[src/rtl/serial_sub_pkg.sv]
// serial_sub_pkg: shared definitions for the bit-serial subtractor.
//   DEFAULT_WIDTH : default operand/result width
//   state_t       : controller states (IDLE, SHIFT, DONE)
package serial_sub_pkg;

    localparam int DEFAULT_WIDTH = 8;

    typedef enum logic [1:0] {
        IDLE  = 2'd0,
        SHIFT = 2'd1,
        DONE  = 2'd2
    } state_t;

endpackage

[src/rtl/serial_sub_if.sv]
// serial_sub_if: request/response handshake bundle of the serial subtractor.
//   req_valid/req_ready : operand handshake, carries a (minuend), b (subtrahend)
//   rsp_valid/rsp_ready : result handshake, carries diff, borrow, ovf
//   master : producer of operands / consumer of results
//   slave  : the subtractor itself
interface serial_sub_if #(
    parameter int WIDTH = serial_sub_pkg::DEFAULT_WIDTH
);
    logic             req_valid;
    logic             req_ready;
    logic [WIDTH-1:0] a;
    logic [WIDTH-1:0] b;
    logic             rsp_valid;
    logic             rsp_ready;
    logic [WIDTH-1:0] diff;
    logic             borrow;
    logic             ovf;

    modport master (
        output req_valid, a, b, rsp_ready,
        input  req_ready, rsp_valid, diff, borrow, ovf
    );

    modport slave (
        input  req_valid, a, b, rsp_ready,
        output req_ready, rsp_valid, diff, borrow, ovf
    );
endinterface

[src/rtl/fulladder.sv]
// fulladder: single-bit full adder cell.
//   i_a, i_b, i_c : addend bits and carry-in
//   o_sum, o_c    : sum bit and carry-out
module fulladder (
    input  logic i_a,
    input  logic i_b,
    input  logic i_c,
    output logic o_sum,
    output logic o_c
);
    assign o_sum = i_a ^ i_b ^ i_c;
    assign o_c   = (i_a & i_b) | (i_c & (i_a ^ i_b));
endmodule

[src/rtl/serial_sub_core.sv]
// serial_sub_core: LSB-first bit-serial subtractor computing a + ~b + 1
// through a single full adder cell.
//   clk, rst : clock and synchronous active-high reset
//   bus      : slave side of serial_sub_if (operands in, result out)
module serial_sub_core
    import serial_sub_pkg::*;
#(
    parameter int WIDTH = DEFAULT_WIDTH
) (
    input  logic         clk,
    input  logic         rst,
    serial_sub_if.slave  bus
);
    localparam int CW = $clog2(WIDTH) + 1;
    localparam logic [CW-1:0] LAST = CW'(WIDTH - 1);

    state_t           state;
    logic [WIDTH-1:0] a_reg;
    logic [WIDTH-1:0] b_reg;
    logic [WIDTH-1:0] res;
    logic             carry;
    logic [CW-1:0]    cnt;
    logic             sum;
    logic             cout;

    logic             ready;
    logic             valid;
    logic [WIDTH-1:0] diff;
    logic             borrow;
    logic             ovf;

    fulladder u_fa (
        .i_a   (a_reg[0]),
        .i_b   (~b_reg[0]),
        .i_c   (carry),
        .o_sum (sum),
        .o_c   (cout)
    );

    always_ff @(posedge clk) begin
        if (rst) begin
            state  <= IDLE;
            ready  <= 1'b1;
            valid  <= 1'b0;
            diff   <= '0;
            borrow <= 1'b0;
            ovf    <= 1'b0;
            carry  <= 1'b0;
            cnt    <= '0;
            a_reg  <= '0;
            b_reg  <= '0;
            res    <= '0;
        end else begin
            case (state)
                IDLE: begin
                    if (bus.req_valid) begin
                        a_reg <= bus.a;
                        b_reg <= bus.b;
                        carry <= 1'b1;   // +1 of the two's-complement negation
                        cnt   <= '0;
                        res   <= '0;
                        ready <= 1'b0;
                        state <= SHIFT;
                    end
                end
                SHIFT: begin
                    a_reg <= a_reg >> 1;
                    b_reg <= b_reg >> 1;
                    res   <= {sum, res[WIDTH-1:1]};
                    carry <= cout;
                    cnt   <= cnt + 1'b1;
                    if (cnt == LAST) begin
                        // MSB cell: carry is its carry-in, cout its carry-out
                        diff   <= {sum, res[WIDTH-1:1]};
                        borrow <= ~cout;
                        ovf    <= carry ^ cout;
                        valid  <= 1'b1;
                        state  <= DONE;
                    end
                end
                DONE: begin
                    if (bus.rsp_ready) begin
                        valid <= 1'b0;
                        ready <= 1'b1;
                        state <= IDLE;
                    end
                end
                default: begin
                    ready <= 1'b1;
                    valid <= 1'b0;
                    state <= IDLE;
                end
            endcase
        end
    end

    assign bus.req_ready = ready;
    assign bus.rsp_valid = valid;
    assign bus.diff      = diff;
    assign bus.borrow    = borrow;
    assign bus.ovf       = ovf;
endmodule

[src/rtl/serial_sub.sv]
// serial_sub: bit-serial subtractor, o_diff = i_a - i_b mod 2^WIDTH, with
// unsigned borrow and signed overflow flags; one result per WIDTH+2 cycles.
//   i_clk, i_rst       : clock, synchronous active-high reset
//   i_valid, o_ready   : operand handshake, operands i_a (minuend), i_b
//   o_valid, i_ready   : result handshake, results o_diff, o_borrow, o_ovf
module serial_sub
    import serial_sub_pkg::*;
#(
    parameter int WIDTH = DEFAULT_WIDTH
) (
    input  logic             i_clk,
    input  logic             i_rst,
    input  logic             i_valid,
    output logic             o_ready,
    input  logic [WIDTH-1:0] i_a,
    input  logic [WIDTH-1:0] i_b,
    output logic             o_valid,
    input  logic             i_ready,
    output logic [WIDTH-1:0] o_diff,
    output logic             o_borrow,
    output logic             o_ovf
);
    serial_sub_if #(.WIDTH(WIDTH)) bus ();

    assign bus.req_valid = i_valid;
    assign bus.a         = i_a;
    assign bus.b         = i_b;
    assign bus.rsp_ready = i_ready;
    assign o_ready       = bus.req_ready;
    assign o_valid       = bus.rsp_valid;
    assign o_diff        = bus.diff;
    assign o_borrow      = bus.borrow;
    assign o_ovf         = bus.ovf;

    serial_sub_core #(.WIDTH(WIDTH)) u_core (
        .clk (i_clk),
        .rst (i_rst),
        .bus (bus.slave)
    );
endmodule

[config.mk]
export PLATFORM = sky130hd
export DESIGN_NAME = serial_sub
export DESIGN_NICKNAME = d
export VERILOG_FILES = /design/src/rtl/serial_sub_pkg.sv /design/src/rtl/serial_sub_if.sv /design/src/rtl/fulladder.sv /design/src/rtl/serial_sub_core.sv /design/src/rtl/serial_sub.sv
export SDC_FILE = /design/constraint.sdc
export NUM_CORES = 1
export LEC_CHECK = 0
export ABC_AREA = 1
export ABC_CLOCK_PERIOD_IN_PS = 1800
export CAP_MARGIN = 10
export CORE_MARGIN = 8
export CORE_UTILIZATION = 52
export CTS_CLUSTER_SIZE = 10
export DETAILED_ROUTE_END_ITERATION = 16
export GPL_TIMING_DRIVEN = 0
export PLACE_DENSITY = 0.79
export SLEW_MARGIN = 40
export SYNTH_ARGS = -nofsm -noshare
export SYNTH_HDL_FRONTEND = slang
export SYNTH_SLANG_ARGS = --single-unit
export TNS_END_PERCENT = 1
[constraint.sdc]
create_clock -name i_clk -period 1.8 [get_ports i_clk]
set_input_delay 0.27 -clock i_clk [delete_from_list [all_inputs] [get_ports i_clk]]
set_output_delay 0.27 -clock i_clk [all_outputs]
set_load 0.01 [all_outputs]
* Word level (Yosys, flattened, before mapping)
Cells that the tools add are included.
Operators by class: add/subtract/negate cells 1, bitwise operators 10, multiplexer cells 20, equal/unequal tests 6, reduce and logical (&&, ||, !) cells 7
Operators with widths (count):
- 8-bit one-hot mux with 2 select lines | 3
- 8-bit 2-to-1 mux | 3
- 3-bit AND reduction | 3
- 4-bit one-hot mux with 2 select lines | 1
- 2-bit 2-to-1 mux | 3
- 1-bit one-hot mux with 3 select lines | 2
- 2-bit one-hot mux with 3 select lines | 1
- 1-bit 2-to-1 mux | 5
- 4-bit by 1-bit adder with 4-bit output (second input constant) | 1
- 4-bit by 3-bit equality test with 1-bit output (second input constant) | 1
- 4-bit 2-to-1 mux | 1
- 2-bit inequality test (second input constant) | 2
- 1-bit inverter | 4
- 2-bit AND reduction | 2
- 1-bit bitwise XOR | 3
- 1-bit bitwise AND | 2
- 2-bit by 1-bit equality test with 1-bit output (second input constant) | 1
- 2-bit equality test (second input constant) | 1
- 2-bit logical NOT | 1
- 2-bit by 1-bit inequality test with 1-bit output (second input constant) | 1
- 1-bit one-hot mux with 2 select lines | 1
- 2-bit nonzero test | 1
- 1-bit bitwise OR | 1
Word-level totals: word-level logic and storage cells 55, bits in registers 43, input bits 20

* Logic depth before layout (Yosys ltp)
Gate-level depths: netlist (run 1).
depth in word-level cells 5, gate-level depth with buffers 8, gate-level depth less buffers 8

* Hierarchy
From an unflattened synthesis (run 1), not the netlist that was laid out.
Unflattened totals: cell total of the unflattened synthesis 270, area, all modules 1841.8 um^2
Modules (own cells, without submodules):
- serial_sub_core | seq. area each 840.8 um^2, instances 1, cells an instance 269, area an instance 1821.7 um^2
- fulladder | seq. area each 0.0 um^2, instances 1, cells an instance 1, area an instance 20.0 um^2

* Worst setup path after synthesis (run 1)
No wires, ideal clock.
path kind reg-to-reg, start register u_core.cnt[0], end register u_core.borrow (netlist: u_core.bus.borrow), library setup time 0.113 ns, data required time 1.687 ns, stages on the path, launching flop included 7, arrival time 1.143 ns, clock period less this slack 1.256 ns, path slack 0.544 ns, path through dfxtp_1 -> ha_1 -> nand2_1 -> nor2_1 -> nand3_1 -> nand2_1 -> nor2_1
On the way: cells in the longest elaborated chain, start to end 2
RTL lines:
- from (decl) | line serial_sub_core.sv:22 | logic [CW-1:0] cnt;
- from (signal assigned) | line serial_sub_core.sv:71 | cnt <= cnt + 1'b1;
- 4-bit by 3-bit equality test with 1-bit output | line serial_sub_core.sv:72 | if (cnt == LAST) begin
- 2-bit AND reduction (no source line)
- to (signal assigned) | line serial_sub_core.sv:75 | borrow <= ~cout;
- to (decl) | line serial_sub_core.sv:29 | logic borrow;
No other way between the ends. A chain may end at the register's enable or synchronous reset.

* Worst setup path in the final report (run 1)
Same ends and word-level chain as after synthesis.

==> results of run 1 <==
where the power goes:
part | internal, mW | switching, mW
sequential | 0.964 | 0.0224
combinational | 0.102 | 0.136
clock | 0.188 | 0.302
logic make-up (layout without fill, tap and decap cells):
group                    count (synthesis)  count (layout)
flip-flops                              42              42
adder cells (fa/ha/maj)                  2               2
buffers and inverters                   36              73
AND/OR/NAND/NOR                        167             167
AO/OA/AOI/OAI                           21              21
metal layers:
layer | vias up | part of all wire (%)
met4 | 0 | 1.3
li1 | 912 | -
met5 | - | 0
met1 | 769 | 45
met3 | 7 | 5.9
met2 | 44 | 48
worst register-to-register path: cells and delay by family (launching register included):
kind | cells | cell delay (ns)
fa+ha+maj | 1 | 0.21
flops | 1 | 0.40
simple gates | 5 | 0.92
layout make-up:
cell class,instances,share of cell area (%)
Multi-Input combinational cell,190,37.61
Sequential cell,42,37.33
Timing Repair Buffer,29,12.89
Inverter,23,3.833
Buffer,13,2.944
Tap cell,46,2.556
Clock buffer,6,2.278
Clock inverter,2,0.5556
worst paths after layout:
path                         from                   end  slack, ns  depth (start not counted)
min                         i_rst         u_core.res[6]       0.21                          2
min reg2reg  u_core.bus.req_ready  u_core.bus.req_ready       0.48                          2
max reg2reg         u_core.cnt[0]     u_core.bus.borrow       0.18                          6
max                 u_core.cnt[0]     u_core.bus.borrow       0.18                          6
placed cells by master, fill, tap and decap left out:
| cell type | instances |
|---|---|
| buf_2 | 8 |
| clkinv_2 | 1 |
| nand3_1 | 33 |
| nor2_1 | 48 |
| ha_1 | 1 |
| clkinvlp_4 | 1 |
| buf_4 | 2 |
| clkdlybuf4s50_1 | 29 |
| clkbuf_8 | 1 |
| a21oi_1 | 15 |
| fa_1 | 1 |
| o21ai_0 | 6 |
| nand2_1 | 75 |
| inv_1 | 22 |
| buf_1 | 2 |
| nand2_2 | 1 |
| nor2_4 | 1 |
| clkbuf_1 | 1 |
| nand3b_1 | 8 |
| nor3_1 | 1 |
| clkbuf_4 | 5 |
| inv_2 | 1 |
| dfxtp_1 | 42 |
==> summary.txt, run 1 <==
outcome: completed
Slew headroom: 57.57%
PnR worst setup slack: 0.1850 ns
slowest cell delay on critical path: 0.50 ns
GRT met1 Usage: 19.10%
Primary FF master, synth: dfxtp_1
Post-Synth Adder-Cell Area: 1.768%
crit path capture type: flip-flop
I/O Buffers: 29
Fill cells: 328
Reg area: 840.8 um2
DP Cell Count: 343
die width: 75.50 um
CP Cell Sequence: ha_1 > nand2_1 > nor2_1 > nand3_1 > nand2_1 > nor2_1
total power: 1.715 mW
hold_ws: 0.2086 ns
Worst Skew: 0.004385 ns
Post-Synth XOR/XNOR Area: 0%
final setup fails: 0
RSZ-0062 raised after global routing: false
Yosys cell types: 18
Post-Layout Cell Count: 351
Final Hold Viols: 0
PD cells: 761.6 nW/um2
Avg Cell Area, Syn: 6.868 um2
mux cell area share after synthesis: 0%
I/O pin cnt: 32
via count: 1732
HPWL after DPL: 3.149 mm
die area: 5700 um2
share of Yosys cell area claimed by the top area cell type: 45.68%
worst-path maximum fanout: 10
DR WL/cell: 12.04 um
Slew Limit Fails: 0
Post-synth EDFFs: 0
layout cell share with drive strength beyond 1: 6.885%
Synth Cell Area: 1841 um2
Yosys reg bits: 42
Setup crit start kind: flip-flop
crit path kind: flip-flop to flip-flop
Post-synth top cells: nand2_1, nor2_1, dfxtp_1, nand3_1, inv_1
Layout Nets: 326
CTS tree: done
Clock Tree Buf Depth: 2
post-CTS setup buffers: 0
pre-CTS WS: 0.2363 ns
syn_nets: 290
die height: 75.50 um
Worst Hold Class: primary input to flip-flop
Rows: 21
clock sink total: 42
Syn Inst Count: 268
FFs w/ async S/R, synth: 0%
top cells by area, synth: dfxtp_1, nand2_1, nor2_1
number of global-route vias before repair: 1618
CP max stage cell: nor2_1
DR vias/cell: 4.934
core area: 3363 um2
min Tclk post-route: 1.615 ns
Detail Route Antenna Nets: 0
sequential share of the synthesized area: 45.68%
clock-pin transition on the worst setup and hold timing paths: 0.12 ns
cell family with most CP delay: simple AND/OR/NAND/NOR gates
Overflow after GRT: 0
Warnings, synthesis: 0
WP data required: 2.06 ns
DR pass1 iterations: 4
Simple-Gate Fraction of Synth Area: 38.55%
antenna violations before repair: 0
post_cts resized: 0
main combinational cell family by area after synthesis: simple AND/OR/NAND/NOR gates
Achievable Freq: 619.2 MHz
Area growth syn-to-layout: 22.37%
maximum VDD drop: 0.5427 mV
busiest grt layer: met2
area of the multi-input gates: 847.1 um2
count leader, synth: nand2_1
design area: 2252 um2
Least-Margin Pin Slew: 0.6341 ns
Leakage: 0.9773 nW
Num CTS Buffers: 5
met2 Use GR: 27.13%
Worst EP arrival: 1.87 ns
Tcrit/Tclk final: 89.72%
placed cell area: 2188 um2
Total GRT Usage: 15.95%
first-pass GRT wire length: 6.962 mm
CTS H-tree lvls: 2
Starting Density: 54.72%
met3 GRT Util: 3.553%
setup total negative slack: 0 ns
Yosys top cell by area: dfxtp_1
Buf/Inv on CP: 0
placer's final routability congestion estimate: 0.8235
Clock Tree Root: clkbuf_4
drt total wl: 4.226 mm
MaxCap Viol Count: 0
Initial DRC Count: 76
Antenna Cells: 0
clock latency on the worst-skew pair: 0.35 ns
Layout Utilization: 66.96%
DRC: 0
largest net degree at the start of global routing: 14
CTS Hold Buffers Added: 0
Compound-Gate Fraction of Synth Area: 5.710%
Note: power is estimated with default switching activity, not from simulation.
==> run 2: changes to the inputs <==
--- a/config.mk
+++ b/config.mk
@@ -7,12 +7,13 @@
 export LEC_CHECK = 0
 export ABC_AREA = 1
 export ABC_CLOCK_PERIOD_IN_PS = 1800
-export CAP_MARGIN = 10
+export CAP_MARGIN = 25
 export CORE_MARGIN = 8
 export CORE_UTILIZATION = 52
 export CTS_CLUSTER_SIZE = 10
 export DETAILED_ROUTE_END_ITERATION = 16
 export GPL_TIMING_DRIVEN = 0
+export MAX_ROUTING_LAYER = met4
 export PLACE_DENSITY = 0.79
 export SLEW_MARGIN = 40
 export SYNTH_ARGS = -nofsm -noshare
==> run 2 against run 1 <==
Design area unchanged. Maximum frequency down 0.63%. Clock power about the same. Worst setup slack worse by 0.010 ns. Clock skew about the same. Register-to-register slack about the same. First-iteration DRC count up 58%. Routed wire length up 0.38%. Critical path type unchanged.
==> summary.txt, run 2 (synthesis gave the netlist of run 1 again) <==
outcome: completed
DR pass1 iterations: 4
Worst EP arrival: 1.89 ns
clock latency on the worst-skew pair: 0.35 ns
Num CTS Buffers: 5
Least-Margin Pin Slew: 0.6546 ns
CTS Hold Buffers Added: 0
crit path capture type: flip-flop
die area: 5700 um2
Total GRT Usage: 16.54%
Clock Tree Buf Depth: 2
CTS tree: done
worst-path maximum fanout: 10
Achievable Freq: 615.3 MHz
Setup crit start kind: flip-flop
I/O Buffers: 29
met2 Use GR: 26.94%
layout cell share with drive strength beyond 1: 6.885%
CTS H-tree lvls: 2
Final Hold Viols: 0
placer's final routability congestion estimate: 0.8358
hold_ws: 0.2072 ns
design area: 2252 um2
Slew Limit Fails: 0
met3 GRT Util: 3.947%
WP data required: 2.06 ns
post-CTS setup buffers: 0
number of global-route vias before repair: 1609
I/O pin cnt: 32
commonest non-fill, non-tap cell in the layout: nand2_1
DR vias/cell: 4.946
Leakage: 0.9773 nW
Detail Route Antenna Nets: 0
Area growth syn-to-layout: 22.37%
first-pass GRT wire length: 6.989 mm
clock-pin transition on the worst setup and hold timing paths: 0.12 ns
Layout Nets: 326
final setup fails: 0
HPWL after DPL: 3.149 mm
Antenna Cells: 0
die width: 75.50 um
Initial DRC Count: 120
Clock Tree Root: clkbuf_4
CP Cell Sequence: ha_1 > nand2_1 > nor2_1 > nand3_1 > nand2_1 > nor2_1
crit path kind: flip-flop to flip-flop
min Tclk post-route: 1.625 ns
Starting Density: 54.72%
PD cells: 763.2 nW/um2
RSZ-0062 raised after global routing: false
Worst Skew: 0.004561 ns
drt total wl: 4.242 mm
DRC: 0
via count: 1736
Rows: 21
placed cell area: 2188 um2
die height: 75.50 um
setup total negative slack: 0 ns
DR WL/cell: 12.09 um
slowest cell delay on critical path: 0.51 ns
GRT met1 Usage: 19.41%
busiest grt layer: met2
MaxCap Viol Count: 0
maximum VDD drop: 0.5469 mV
CP max stage cell: nor2_1
post_cts resized: 0
Overflow after GRT: 0
Slew headroom: 56.20%
largest net degree at the start of global routing: 14
Tcrit/Tclk final: 90.29%
total power: 1.719 mW
clock sink total: 42
core area: 3363 um2
Worst Hold Class: primary input to flip-flop
most frequent cells in the layout: nand2_1, nor2_1, dfxtp_1, nand3_1, clkdlybuf4s50_1
antenna violations before repair: 0
run 2: critical path: cells and delay by family (launching register included):
kind,cells,cell delay [ns]
flops,1,0.40
simple gates,5,0.92
fa+ha+maj,1,0.21
run 2: area by class of cell:
| type | instances | area [um2] |
|---|---|---|
| Fill cell | 328 | 1111 |
| Multi-Input combinational cell | 190 | 847.1 |
| Sequential cell | 42 | 840.8 |
| Timing Repair Buffer | 29 | 290.3 |
| Inverter | 23 | 86.33 |
| Buffer | 13 | 66.31 |
| Tap cell | 46 | 57.56 |
| Clock buffer | 6 | 51.30 |
| Clock inverter | 2 | 12.51 |
run 2: path summary, 6_finish.rpt:
kind	cells past startpoint	start	endpoint	slack, ns
hold / removal	2	i_rst	u_core.res[6]	0.21
hold reg to reg	2	u_core.bus.req_ready	u_core.bus.req_ready	0.48
setup reg to reg	6	u_core.cnt[0]	u_core.bus.borrow	0.17
setup / recovery	6	u_core.cnt[0]	u_core.bus.borrow	0.17
run 2: report_power, final:
group	total [mW]	switching, mW	internal [mW]
combinational	0.240	0.138	0.102
sequential	0.986	0.0223	0.964
clock	0.492	0.304	0.188
run 2: metrics by stage:
stage | std cells | util, % | worst slack [ns]
2_1_floorplan | 268 | - | 0.5441
3_5_place_dp | 343 | 65.07 | 0.2363
4_1_cts | 351 | 66.96 | 0.2244
5_1_grt | 351 | 66.96 | 0.03030
6_report | 351 | 66.96 | 0.1748
3_3_place_gp | 343 | 65.07 | 0.2667
run 2: layer usage:
layer	vias to the layer above	wire, um
li1	912	-
met1	782	1950
met2	35	2025
met3	7	213
met4	0	53
met5	-	0
==> run 3: changes to the inputs <==
--- a/config.mk
+++ b/config.mk
@@ -6,8 +6,9 @@
 export NUM_CORES = 1
 export LEC_CHECK = 0
 export ABC_AREA = 1
-export ABC_CLOCK_PERIOD_IN_PS = 1800
+export ABC_CLOCK_PERIOD_IN_PS = 1700
 export CAP_MARGIN = 25
+export CORE_ASPECT_RATIO = 1.75
 export CORE_MARGIN = 8
 export CORE_UTILIZATION = 52
 export CTS_CLUSTER_SIZE = 10
==> constraint.sdc (replaced) <==
create_clock -name i_clk -period 1.7 [get_ports i_clk]
set_input_delay 0.255 -clock i_clk [delete_from_list [all_inputs] [get_ports i_clk]]
set_output_delay 0.255 -clock i_clk [all_outputs]
set_load 0.01 [all_outputs]
==> run 3 against run 2 <==
Sequential cell count unchanged. Routed wire length down 4.8%. Register-to-register slack better by 0.13 ns. Global-route usage down 0.44 points. Design area up 1.4%. Clock power up 35%. Combinational power up 4%. Cell count down 0.28%. Clock skew up 0.0053 ns. Critical path type is now flip-flop to output pin. Highest routed layer unchanged.
==> summary.txt, run 3 (synthesis gave the netlist of run 1 again) <==
outcome: completed
Setup crit start kind: flip-flop
maximum VDD drop: 0.6399 mV
Overflow after GRT: 0
CP max stage cell: clkdlybuf4s50_1
die width: 60.97 um
die area: 5774 um2
sw frac: 25.68%
Worst Hold Class: primary input to flip-flop
RSZ-0062 raised after global routing: false
Fill cells: 314
I/O Buffers: 29
DR pass1 iterations: 4
drt total wl: 4.039 mm
clock latency on the worst-skew pair: 0.30 ns
DR vias/cell: 4.914
post_cts resized: 0
Num CTS Buffers: 5
DRC: 0
NetSw: 502.4 uW
Post-Layout Cell Count: 350
Buf/Inv on CP: 1
cell family with most CP delay: buffers and inverters
combinational fraction of design power: 12.7%
first-pass GRT wire length: 6.900 mm
Initial DRC Count: 49
HPWL after DPL: 2.966 mm
worst-path maximum fanout: 2
antenna violations before repair: 0
CTS Hold Buffers Added: 0
clock-pin transition on the worst setup and hold timing paths: 0.08 ns
DR WL/cell: 11.54 um
Achievable Freq: 695.0 MHz
via count: 1720
DP Cell Count: 342
placed cell area: 2187 um2
Layout Nets: 326
crit path kind: flip-flop to output pin
Rows: 28
final setup fails: 0
slowest cell delay on critical path: 0.55 ns
Worst EP arrival: 1.18 ns
Slew Limit Fails: 0
PD cells: 856.4 nW/um2
clock power share: 33.9%
number of global-route vias before repair: 1609
hold_ws: 0.2548 ns
MaxCap Viol Count: 0
Clock Tree Buf Depth: 2
Total GRT Usage: 16.10%
Int Pwr: 1.454 mW
Slew headroom: 63.10%
Final Hold Viols: 0
die height: 94.70 um
Area growth syn-to-layout: 24.13%
Detail Route Antenna Nets: 0
design area: 2285 um2
commonest non-fill, non-tap cell in the layout: nand2_1
Tcrit/Tclk final: 84.64%
Starting Density: 54.16%
Least-Margin Pin Slew: 0.5535 ns
WP data required: 1.44 ns
layout cell share with drive strength beyond 1: 7.213%
Antenna Cells: 0
post-CTS setup buffers: 0
CP Cell Sequence: clkdlybuf4s50_1
clock sink total: 42
Leakage: 0.9896 nW
Clock Tree Root: clkbuf_8
crit path capture type: output pin
setup total negative slack: 0 ns
I/O pin cnt: 32
CTS H-tree lvls: 2
Worst Skew: 0.009872 ns
placer's final routability congestion estimate: 0.8405
core area: 3398 um2
Flop pwr share: 53.4%
min Tclk post-route: 1.439 ns
most frequent cells in the layout: nand2_1, nor2_1, dfxtp_1, nand3_1, clkdlybuf4s50_1
largest net degree at the start of global routing: 14
CTS tree: done
run 3: changes by cell type in the layout (fill, tap and decap cells not counted):
cell / change
nor2_1: -1
clkbuf_4: -5
clkbuf_8: +5
nor2_2: +1
run 3: power groups by stage:
stage / clock network (mW) / logic, mW / registers, mW
after CTS: 0.677 / 0.250 / 1.04
after global placement: 0 / 0.245 / 1.07
after detailed placement: 0 / 0.248 / 1.07
after global routing: 0.712 / 0.284 / 1.05
after floorplan: 0 / 0.162 / 1.06
final: 0.664 / 0.249 / 1.04
run 3: final timing paths:
path	depth (start not counted)	startpoint	to	slack, ns
hold / removal	2	i_rst	u_core.cnt[1]	0.25
hold reg to reg	2	u_core.res[1]	u_core.res[1]	0.46
setup reg to reg	6	u_core.cnt[0]	u_core.bus.diff[6]	0.30
setup / recovery	1	u_core.bus.req_ready	o_ready	0.26
run 3: metrics by stage:
| step | worst slack [ns] | total power [mW] | utilization, % |
|---|---|---|---|
| floorplan | 0.4441 | 1.224 | - |
| global placement | 0.2077 | 1.311 | 64.36 |
| detailed placement | 0.1842 | 1.315 | 64.36 |
| CTS | 0.1060 | 1.970 | 67.16 |
| global route | 0.1278 | 2.045 | 67.23 |
| finish | 0.2611 | 1.957 | 67.23 |
run 3: layout make-up:
type                       instances  area, um2  area share, %
timing repair buffer              29      290.3          12.71
buffer                            13      66.31          2.903
clock buffer                       6      82.58          3.614
clock inverter                     2      12.51         0.5476
tap                               45      56.30          2.464
multi-input combinational        190      849.6          37.19
inverter                          23      86.33          3.779
sequential                        42      840.8          36.80
run 3: per-layer routing:
metal,track usage (%),vias to the layer above,part of all wire (%)
met3,3.678,6,4.6
met4,7.632,0,2.1
met5,-,-,0
met1,16.03,759,41
met2,28.10,47,53
li1,-,908,-
